File: config.mk
export PLATFORM = sky130hd
export DESIGN_NAME = flash_seq_ctrl
export DESIGN_NICKNAME = d
export VERILOG_FILES = /design/src/rtl/flash_seq_ctrl.sv
export SDC_FILE = /design/constraint.sdc
export NUM_CORES = 1
export LEC_CHECK = 0
export CAP_MARGIN = 20
export CORE_MARGIN = 2
export CORE_UTILIZATION = 55
export DETAILED_ROUTE_END_ITERATION = 10
export GPL_TIMING_DRIVEN = 0
export MAX_ROUTING_LAYER = met4
export PLACE_DENSITY = 0.81
export SYNTH_ARGS = -nofsm -noshare
export SYNTH_HDL_FRONTEND = slang
export SYNTH_SLANG_ARGS = --single-unit
File: constraint.sdc
create_clock -name CLK -period 4.2 [get_ports CLK]
set_input_delay 0.63 -clock CLK [delete_from_list [all_inputs] [get_ports CLK]]
set_output_delay 0.63 -clock CLK [all_outputs]
set_load 0.005 [all_outputs]
File: src/rtl/flash_seq_ctrl.sv
// rtl/flash_seq_ctrl.sv - JEDEC check, sector erase, page program and read-back verify sequencer
// Drives flash_spi one command at a time and waits for Done_Sig before moving on.
module flash_seq_ctrl #(
   parameter int unsigned NUM_PAGES    = 4,
   parameter logic [23:0] BASE_ADDR    = 24'h000000,
   parameter logic [23:0] JEDEC_ID     = 24'hEF4017,
   parameter int unsigned GAP_CYCLES   = 100,
   parameter logic [23:0] POLL_TIMEOUT = 24'd4000000
) (
   input  logic        CLK,
   input  logic        RSTn,
   input  logic        start,
   output logic        busy,
   output logic        done,
   output logic        pass,
   output logic [2:0]  err_code,
   output logic [23:0] fail_addr,
   output logic [23:0] id_o,
   output logic [3:0]  cmd_type,
   output logic [7:0]  flash_cmd,
   output logic [23:0] flash_addr,
   input  logic        Done_Sig,
   input  logic [7:0]  mydata_o,
   input  logic        myvalid_o
);

   typedef enum logic [3:0] {
      S_IDLE, S_RDID, S_WREN, S_SE, S_GAP, S_POLL, S_WRDI, S_POLL2,
      S_PWREN, S_PP, S_READ, S_DONE, S_ERR
   } state_t;

   localparam logic [8:0] NUM_PG   = 9'(NUM_PAGES);
   localparam logic [8:0] LAST_PG  = 9'(NUM_PAGES - 1);
   localparam logic [7:0] GAP_LAST = 8'(GAP_CYCLES - 1);

   state_t      state;
   logic        issued;
   logic        mism;
   logic [8:0]  pg;
   logic [8:0]  byte_cnt;
   logic [7:0]  gap_cnt;
   logic [23:0] poll_cnt;

   logic [3:0]  cmd_t;
   logic [7:0]  cmd_op;
   logic [23:0] cmd_ad;
   logic [23:0] page_addr;
   logic [23:0] id_next;
   logic [8:0]  rd_total;
   logic        byte_bad;
   logic        mism_now;

   assign page_addr = BASE_ADDR + {7'd0, pg, 8'd0};
   assign id_next   = myvalid_o ? {id_o[15:0], mydata_o} : id_o;
   assign byte_bad  = myvalid_o && (mydata_o != byte_cnt[7:0]);
   assign rd_total  = byte_cnt + {8'd0, myvalid_o};
   assign mism_now  = mism | byte_bad;

   always_comb begin
      cmd_t  = 4'b0000;
      cmd_op = 8'h00;
      cmd_ad = 24'h000000;
      case (state)
         S_RDID:           begin cmd_t = 4'b1000; cmd_op = 8'h9F; end
         S_WREN, S_PWREN:  begin cmd_t = 4'b1001; cmd_op = 8'h06; end
         S_SE:             begin cmd_t = 4'b1010; cmd_op = 8'hD8; cmd_ad = BASE_ADDR; end
         S_POLL, S_POLL2:  begin cmd_t = 4'b1011; cmd_op = 8'h05; end
         S_WRDI:           begin cmd_t = 4'b1100; cmd_op = 8'h04; end
         S_PP:             begin cmd_t = 4'b1101; cmd_op = 8'h02; cmd_ad = page_addr; end
         S_READ:           begin cmd_t = 4'b1110; cmd_op = 8'h03; cmd_ad = page_addr; end
         default:          begin cmd_t = 4'b0000; end
      endcase
   end

   always_ff @(posedge CLK or negedge RSTn) begin
      if (!RSTn) begin
         state      <= S_IDLE;
         issued     <= 1'b0;
         mism       <= 1'b0;
         pg         <= 9'd0;
         byte_cnt   <= 9'd0;
         gap_cnt    <= 8'd0;
         poll_cnt   <= 24'd0;
         busy       <= 1'b0;
         done       <= 1'b0;
         pass       <= 1'b0;
         err_code   <= 3'd0;
         fail_addr  <= 24'd0;
         id_o       <= 24'd0;
         cmd_type   <= 4'd0;
         flash_cmd  <= 8'd0;
         flash_addr <= 24'd0;
      end else begin
         done <= 1'b0;
         case (state)
            S_IDLE, S_DONE, S_ERR: begin
               if (start) begin
                  state     <= S_RDID;
                  issued    <= 1'b0;
                  busy      <= 1'b1;
                  pass      <= 1'b0;
                  err_code  <= 3'd0;
                  fail_addr <= 24'd0;
                  pg        <= 9'd0;
                  poll_cnt  <= 24'd0;
               end
            end
            S_GAP: begin
               if (gap_cnt == GAP_LAST) state <= S_POLL;
               else                     gap_cnt <= gap_cnt + 8'd1;
            end
            default: begin
               if (!issued) begin
                  // Entering a command state always follows at least one idle cycle.
                  cmd_type   <= cmd_t;
                  flash_cmd  <= cmd_op;
                  flash_addr <= cmd_ad;
                  issued     <= 1'b1;
                  byte_cnt   <= 9'd0;
                  mism       <= 1'b0;
               end else begin
                  if (state == S_RDID && myvalid_o) id_o <= id_next;
                  if (state == S_READ && myvalid_o) begin
                     if (!mism && byte_bad) begin
                        mism      <= 1'b1;
                        fail_addr <= page_addr + {16'd0, byte_cnt[7:0]};
                     end
                     byte_cnt <= byte_cnt + 9'd1;
                  end
                  if (Done_Sig) begin
                     issued     <= 1'b0;
                     cmd_type   <= 4'd0;
                     flash_cmd  <= 8'd0;
                     flash_addr <= 24'd0;
                     case (state)
                        S_RDID: begin
                           if (JEDEC_ID != 24'd0 && id_next != JEDEC_ID) begin
                              state <= S_ERR; err_code <= 3'd1; busy <= 1'b0; done <= 1'b1;
                           end else begin
                              state <= S_WREN;
                           end
                        end
                        S_WREN:  state <= S_SE;
                        S_PWREN: state <= S_PP;
                        S_WRDI:  state <= S_POLL2;
                        S_SE: begin
                           state   <= S_GAP;
                           gap_cnt <= 8'd0;
                        end
                        S_PP: begin
                           state   <= S_GAP;
                           gap_cnt <= 8'd0;
                           pg      <= pg + 9'd1;
                        end
                        S_POLL, S_POLL2: begin
                           if (mydata_o[0]) begin
                              if (poll_cnt + 24'd1 == POLL_TIMEOUT) begin
                                 state <= S_ERR; err_code <= 3'd2; busy <= 1'b0; done <= 1'b1;
                              end else begin
                                 poll_cnt <= poll_cnt + 24'd1;
                              end
                           end else begin
                              poll_cnt <= 24'd0;
                              if (state == S_POLL) begin
                                 state <= S_WRDI;
                              end else if (pg == NUM_PG) begin
                                 state <= S_READ;
                                 pg    <= 9'd0;
                              end else begin
                                 state <= S_PWREN;
                              end
                           end
                        end
                        S_READ: begin
                           if (mism_now) begin
                              state <= S_ERR; err_code <= 3'd3; busy <= 1'b0; done <= 1'b1;
                           end else if (rd_total != 9'd256) begin
                              state <= S_ERR; err_code <= 3'd4; busy <= 1'b0; done <= 1'b1;
                           end else if (pg == LAST_PG) begin
                              state <= S_DONE; pass <= 1'b1; busy <= 1'b0; done <= 1'b1;
                           end else begin
                              pg <= pg + 9'd1;
                           end
                        end
                        default: state <= S_ERR;
                     endcase
                  end
               end
            end
         endcase
      end
   end

endmodule

### Word level (Yosys, flattened, before mapping)

Cells that the tools add are included.

| storage, ports and cells | value |
|---|---|
| bits in registers | 146 |
| input bits | 13 |
| output and inout bits | 90 |
| logic and storage cells | 204 |

| operators by class | value |
|---|---|
| add/subtract/negate cells | 6 |
| equal/unequal tests | 41 |
| muxes and demuxes | 98 |
| bitwise operators | 4 |
| reduce and logical (&&, ||, !) cells | 39 |

Operators by type and width:

| kind | count |
|---|---|
| 24-bit 2-to-1 mux | 12 |
| 9-bit 2-to-1 mux | 11 |
| 24-bit one-hot mux with 2 select lines | 2 |
| 4-bit one-hot mux with 7 select lines | 2 |
| 8-bit one-hot mux with 7 select lines | 1 |
| 4-bit 2-to-1 mux | 13 |
| 8-bit 2-to-1 mux | 6 |
| 1-bit 2-to-1 mux | 30 |
| 9-bit one-hot mux with 3 select lines | 1 |
| 24-bit by 1-bit adder with 24-bit output, second input constant | 1 |
| 24-bit by 22-bit equality test with 1-bit output, second input constant | 1 |
| 3-bit 2-to-1 mux | 8 |
| 24-bit != test, second input constant | 1 |
| 4-bit equality test, second input constant | 5 |
| 2-bit nonzero test | 10 |
| 17-bit by 8-bit adder with 18-bit output | 1 |
| 9-bit by 1-bit adder with 9-bit output, second input constant | 2 |
| 9-bit one-hot mux with 2 select lines | 1 |
| 9-bit AND reduction | 2 |
| 17-bit 2-to-1 mux | 1 |
| 4-bit by 3-bit equality test with 1-bit output, second input constant | 4 |
| 8-bit one-hot mux with 2 select lines | 1 |
| 3-bit != test, second input constant | 5 |
| 3-bit by 2-bit != test with 1-bit output, second input constant | 4 |
| 38 further kinds | 63 |

### Logic depth before layout (Yosys ltp)

| depth | value |
|---|---|
| word-level depth | 8 |
| depth in mapped cells | 12 |
| depth with buffers taken out | 10 |

### Worst setup path before layout

Ideal clock, no wire load.

| timing | value |
|---|---|
| path kind | input to register |
| start | input port myvalid_o |
| end | register pg[8] |
| setup time | 95 ps |
| data arrival time | 3,342 ps |
| data required time | 4,105 ps |
| slack | 762 ps |
| stages on the path | 11 |
| path buffers | 2 |
| cell sequence | ha_1 ha_1 or4_1 a2bb2oi_1 o311ai_1 o31a_1 or3_1 buf_6 or2_0 buf_2 o31ai_1 |

| on the way | value |
|---|---|
| longest elaborated chain between the ends | 4 |
| elaborated cells between the ends (all ways) | 7 |
| those cells by class | add/sub (1); eq/ne (3); bitwise (1); reduce/logical (2) |

Ends and longest elaborated chain:

| item | RTL line | RTL |
|---|---|---|
| from (decl) | 24 | `input logic myvalid_o` |
| 9-bit by 1-bit adder with 9-bit output / 1-bit logical AND (equally long branches) | 56, 55 |  |
| 9-bit != test / 1-bit bitwise OR (equally long branches) | 177, 57 |  |
| 3-bit by 2-bit != test with 1-bit output (no source line) | - |  |
| 11-bit AND reduction (no source line) (*) | - |  |
| to (signal assigned) | 153 | `pg <= pg + 9'd1;` |
| to (signal assigned) | 182 | `pg <= pg + 9'd1;` |
| to (decl) | 39 | `logic [8:0] pg;` |

Mark *: on every way between the ends. The rest lies on a longest branch, timed or not.
A chain may end at the register's enable or synchronous reset.

### Worst setup path after layout

| timing | value |
|---|---|
| start | register poll_cnt[0] |
| end | register poll_cnt[23] |

| on the way | value |
|---|---|
| longest elaborated chain between the ends | 7 |
| elaborated cells between the ends (all ways) | 10 |
| those cells by class | add/sub (1); eq/ne (2); mux (6); reduce/logical (1) |

Ends and longest elaborated chain:

| item | RTL line | RTL |
|---|---|---|
| from (decl) | 42 | `logic [23:0] poll_cnt;` |
| from (signal assigned) | 160 | `poll_cnt <= poll_cnt + 24'd1;` |
| 24-bit by 1-bit adder with 24-bit output (*) | 157, 160 |  |
| 24-bit 2-to-1 mux | 157 | `if (poll_cnt + 24'd1 == POLL_TIMEOUT) begin` |
| 24-bit 2-to-1 mux | 156 | `if (mydata_o[0]) begin` |
| 24-bit 2-to-1 mux | 135 | `case (state)` |
| 24-bit 2-to-1 mux | 130 | `if (Done_Sig) begin` |
| 24-bit 2-to-1 mux | 113 | `if (!issued) begin` |
| 24-bit one-hot mux with 2 select lines | 95 | `case (state)` |

Mark *: on every way between the ends. The rest lies on a longest branch, timed or not. The select of a mux whose other input is x is not followed.

==> flow_metrics.env <==
export IMPL_grt_pass1_wl_um=30710
export IMPL_critPathKind="register to register"
export IMPL_required_ns=4.48
export IMPL_avgViaCountPerCell=6.054
export IMPL_wl_per_cell_um=17.69
export IMPL_fin_nets=909
export IMPL_tritoncts="built"
export IMPL_post_dp_hpwl_um=13540
export IMPL_start_util=0.5695
export IMPL_power_frac_seq=0.357
export IMPL_io_pins=103
export IMPL_final_common_cell="dfrtp_1"
export IMPL_clkLatencyLatePin_ns=0.42
export IMPL_endpoint_kind="register"
export IMPL_synth_top_area_share=0.4390
export IMPL_slew_violations=0
export IMPL_maxCapViolCount=0
export IMPL_synth_edf_count=0
export IMPL_highest_layer="met4"
export IMPL_hp_class="input port to async pin"
export IMPL_ys_seq_area_frac=0.4390
export IMPL_drt_wl_total_um=18870
export IMPL_yosys_register_bits=121
export IMPL_finalSetupViolations=0
export IMPL_switching_power_mw=1.585
export IMPL_hold_ws_ns=0.1791
export IMPL_m1WireLength_um=7984
export IMPL_finalCritPeriodShare=0.8855
export IMPL_avgSynthCellArea_um2=9.017
export IMPL_cts_buffers=17
export IMPL_p_leak_nw=3.615
export IMPL_hold_viol_final=0
export IMPL_synth_top_cell_by_area="dfrtp_1"
export IMPL_vias=6460
export IMPL_powerDensity_mw_per_mm2=531.4
export IMPL_cts_path_max_buffers=2
export IMPL_drtIter0Drc=521
export IMPL_status="completed"
export IMPL_mostFrequentLayoutCells="dfrtp_1 (121), clkdlybuf4s50_1 (77), nand2_1 (72), o21ai_0 (71), nor2_1 (58)"
export IMPL_yosys_warnings=0
export IMPL_place_congestion=0.9335
export IMPL_synth_flop_cell="dfrtp_1"
export IMPL_cts_root_buf="clkbuf_16"
export IMPL_dieArea_mm2=0.01345
export IMPL_die_w_um=116.0
export IMPL_antennaDiodeCount=0
export IMPL_rows=40
export IMPL_switching_share=0.3465
export IMPL_synthCells=765
export IMPL_cell_internal_pwr_mw=2.989
export IMPL_relSlewSlack=0.3211
export IMPL_grt_max_degree=66
export IMPL_cts_resized=0
export IMPL_port_buffers=79
export IMPL_ant_nets=0
export IMPL_dieHeight_um=116.0
export IMPL_clkSinkCount=121
export IMPL_rsz0062_at_grt="no"
export IMPL_wl_met3_um=1366
export IMPL_tightest_slew_ns=1.011
export IMPL_postCtsHoldBufs=0
export IMPL_drc=0
export IMPL_path_clk_slew_ns=0.06
export IMPL_skew_ns=0.009699
export IMPL_fmax_mhz=268.9
export IMPL_async_reset_ff_frac=1.000
export IMPL_total_power_mw=4.573
export IMPL_ys_types=65
export IMPL_fin_crit_ns=3.719
export IMPL_grt_usage=0.3000
export IMPL_wl_met2_um=9114
export IMPL_arrival_ns=4.00
export IMPL_p_clk_frac=0.312
export IMPL_area_delta_synth_final_pct=24.76
export IMPL_grt_pass1_vias=6155
export IMPL_crit_path_max_fanout=10
export IMPL_yosys_top_cells_area="dfrtp_1 (44%), o21ai_0 (5.2%), mux2_2 (4.1%), nand2_1 (3.9%), nor2_1 (3.2%)"
export IMPL_firstDrtPassIters=7
export IMPL_antenna_found_initial=0
export IMPL_ctsHtreeMaxLevel=4
export IMPL_irDropWorstVdd_v=0.0003514
export IMPL_critPathLaunchType="register"
export IMPL_p_comb_frac=0.331
export IMPL_overflow=0
export IMPL_post_cts_buffers=0
export IMPL_synthesis_area_mm2=0.006898
export IMPL_coreArea_mm2=0.01211
export IMPL_drive_gt1_frac=0.1157
## cell type report
class                           instances  area (um2)
Clock buffer                           23       488.0
Clock inverter                          7       92.59
Fill cell                             936        3506
Timing Repair Buffer                   82       834.6
Inverter                               19       71.32
Multi-Input combinational cell        576        3498
Sequential cell                       121        3028
Tap cell                              168       210.2
Buffer                                 71       382.9
## sequential cells by signal, indices dropped and copies added (netlist names)
name,count
err_code,3
gap_cnt,8
pass,1
state,4
cmd_type,4
busy,1
mism,1
flash_cmd,5
flash_addr,9
id_o,24
byte_cnt,9
issued,1
pg,9
fail_addr,17
done,1
poll_cnt,24
## through the flow
step                utilization  TNS [ns]  area [um2]  cells  setup WS, ns
finish                   0.7105         0        8606   1067        0.4811
global route             0.7105         0        8606   1067        0.2103
CTS                      0.7097         0        8596   1066        0.2109
detailed placement       0.6618    -1.284        8015   1036       -0.2165
global placement         0.6590   -246.87        7981   1034        -2.039
floorplan                     -         0        6980    787        0.7622
## power by group through the flow
| stage | Combinational (mW) | Sequential [mW] | Clock (mW) |
|---|---|---|---|
| floorplan | 0.870 | 1.58 | 0 |
| global placement | 1.45 | 1.62 | 0 |
| detailed placement | 1.49 | 1.63 | 0 |
| CTS | 1.50 | 1.62 | 1.44 |
| global route | 1.66 | 1.66 | 1.50 |
| finish | 1.52 | 1.63 | 1.43 |
## final timing paths
| path | start | to | slack, ns | depth (start not counted) |
|---|---|---|---|---|
| worst max-delay path | poll_cnt[0] | poll_cnt[23] | 0.48 | 11 |
| worst min-delay path | RSTn | byte_cnt[5] | 0.18 | 1 |
| worst max register to register | poll_cnt[0] | poll_cnt[23] | 0.48 | 11 |
| worst min register to register | fail_addr[10] | fail_addr[10] | 0.50 | 2 |
| max in group asynchronous | RSTn | state[1] | 3.31 | 2 |
| min in group CLK | fail_addr[10] | fail_addr[10] | 0.50 | 2 |
## cell families (layout without fill, tap and decap cells)
logic type | after synthesis | after routing | synth area share
flip-flops | 121 | 121 | 0.4390
other | 1 | 23 | 0.0005436
adder cells (fa/ha/maj) | 9 | 9 | 0.01596
XOR/XNOR | 25 | 25 | 0.03174
AND/OR/NAND/NOR | 299 | 299 | 0.2233
AO/OA/AOI/OAI | 193 | 193 | 0.1799
buffers and inverters | 90 | 202 | 0.06584
multiplexers | 27 | 27 | 0.04371
## metal layers
metal  up-vias  global-route usage
met5         -                   -
met4         0              0.1127
met3        39             0.05387
met2       309              0.4745
met1      3121              0.3882
li1       2991                   -
## worst max-delay path, cell delays in order (launching register included)
cell and delay, ns:
dfrtp_1 0.47, ha_1 0.34, and3_1 0.20, buf_2 0.18, nand3_1 0.25, or4_1 0.60, a221oi_1 0.32, nand4_1 0.19
nand2b_1 0.11, clkbuf_1 0.43, buf_2 0.36, o21ai_0 0.13
## Yosys cell counts, types with 6 or more instances
cell      number
buf_4         26
o21ai_0       71
nor2_1        58
nand4_1       24
nand3_1       40
a22o_1        13
a21oi_1       29
and2_1         7
nor3_1        16
dfrtp_1      121
xnor2_1       10
nand2_1       72
mux2_2        25
clkbuf_1      34
nor2b_1        6
nand2b_1      15
buf_2          9
o41ai_1        7
inv_1         18
ha_1           8
o31ai_1       16
xor2_1        15
or2_2          6
nor4_1        12
and3_1        12
a31oi_1       11
No activity file was read; power rests on OpenSTA's default activity.
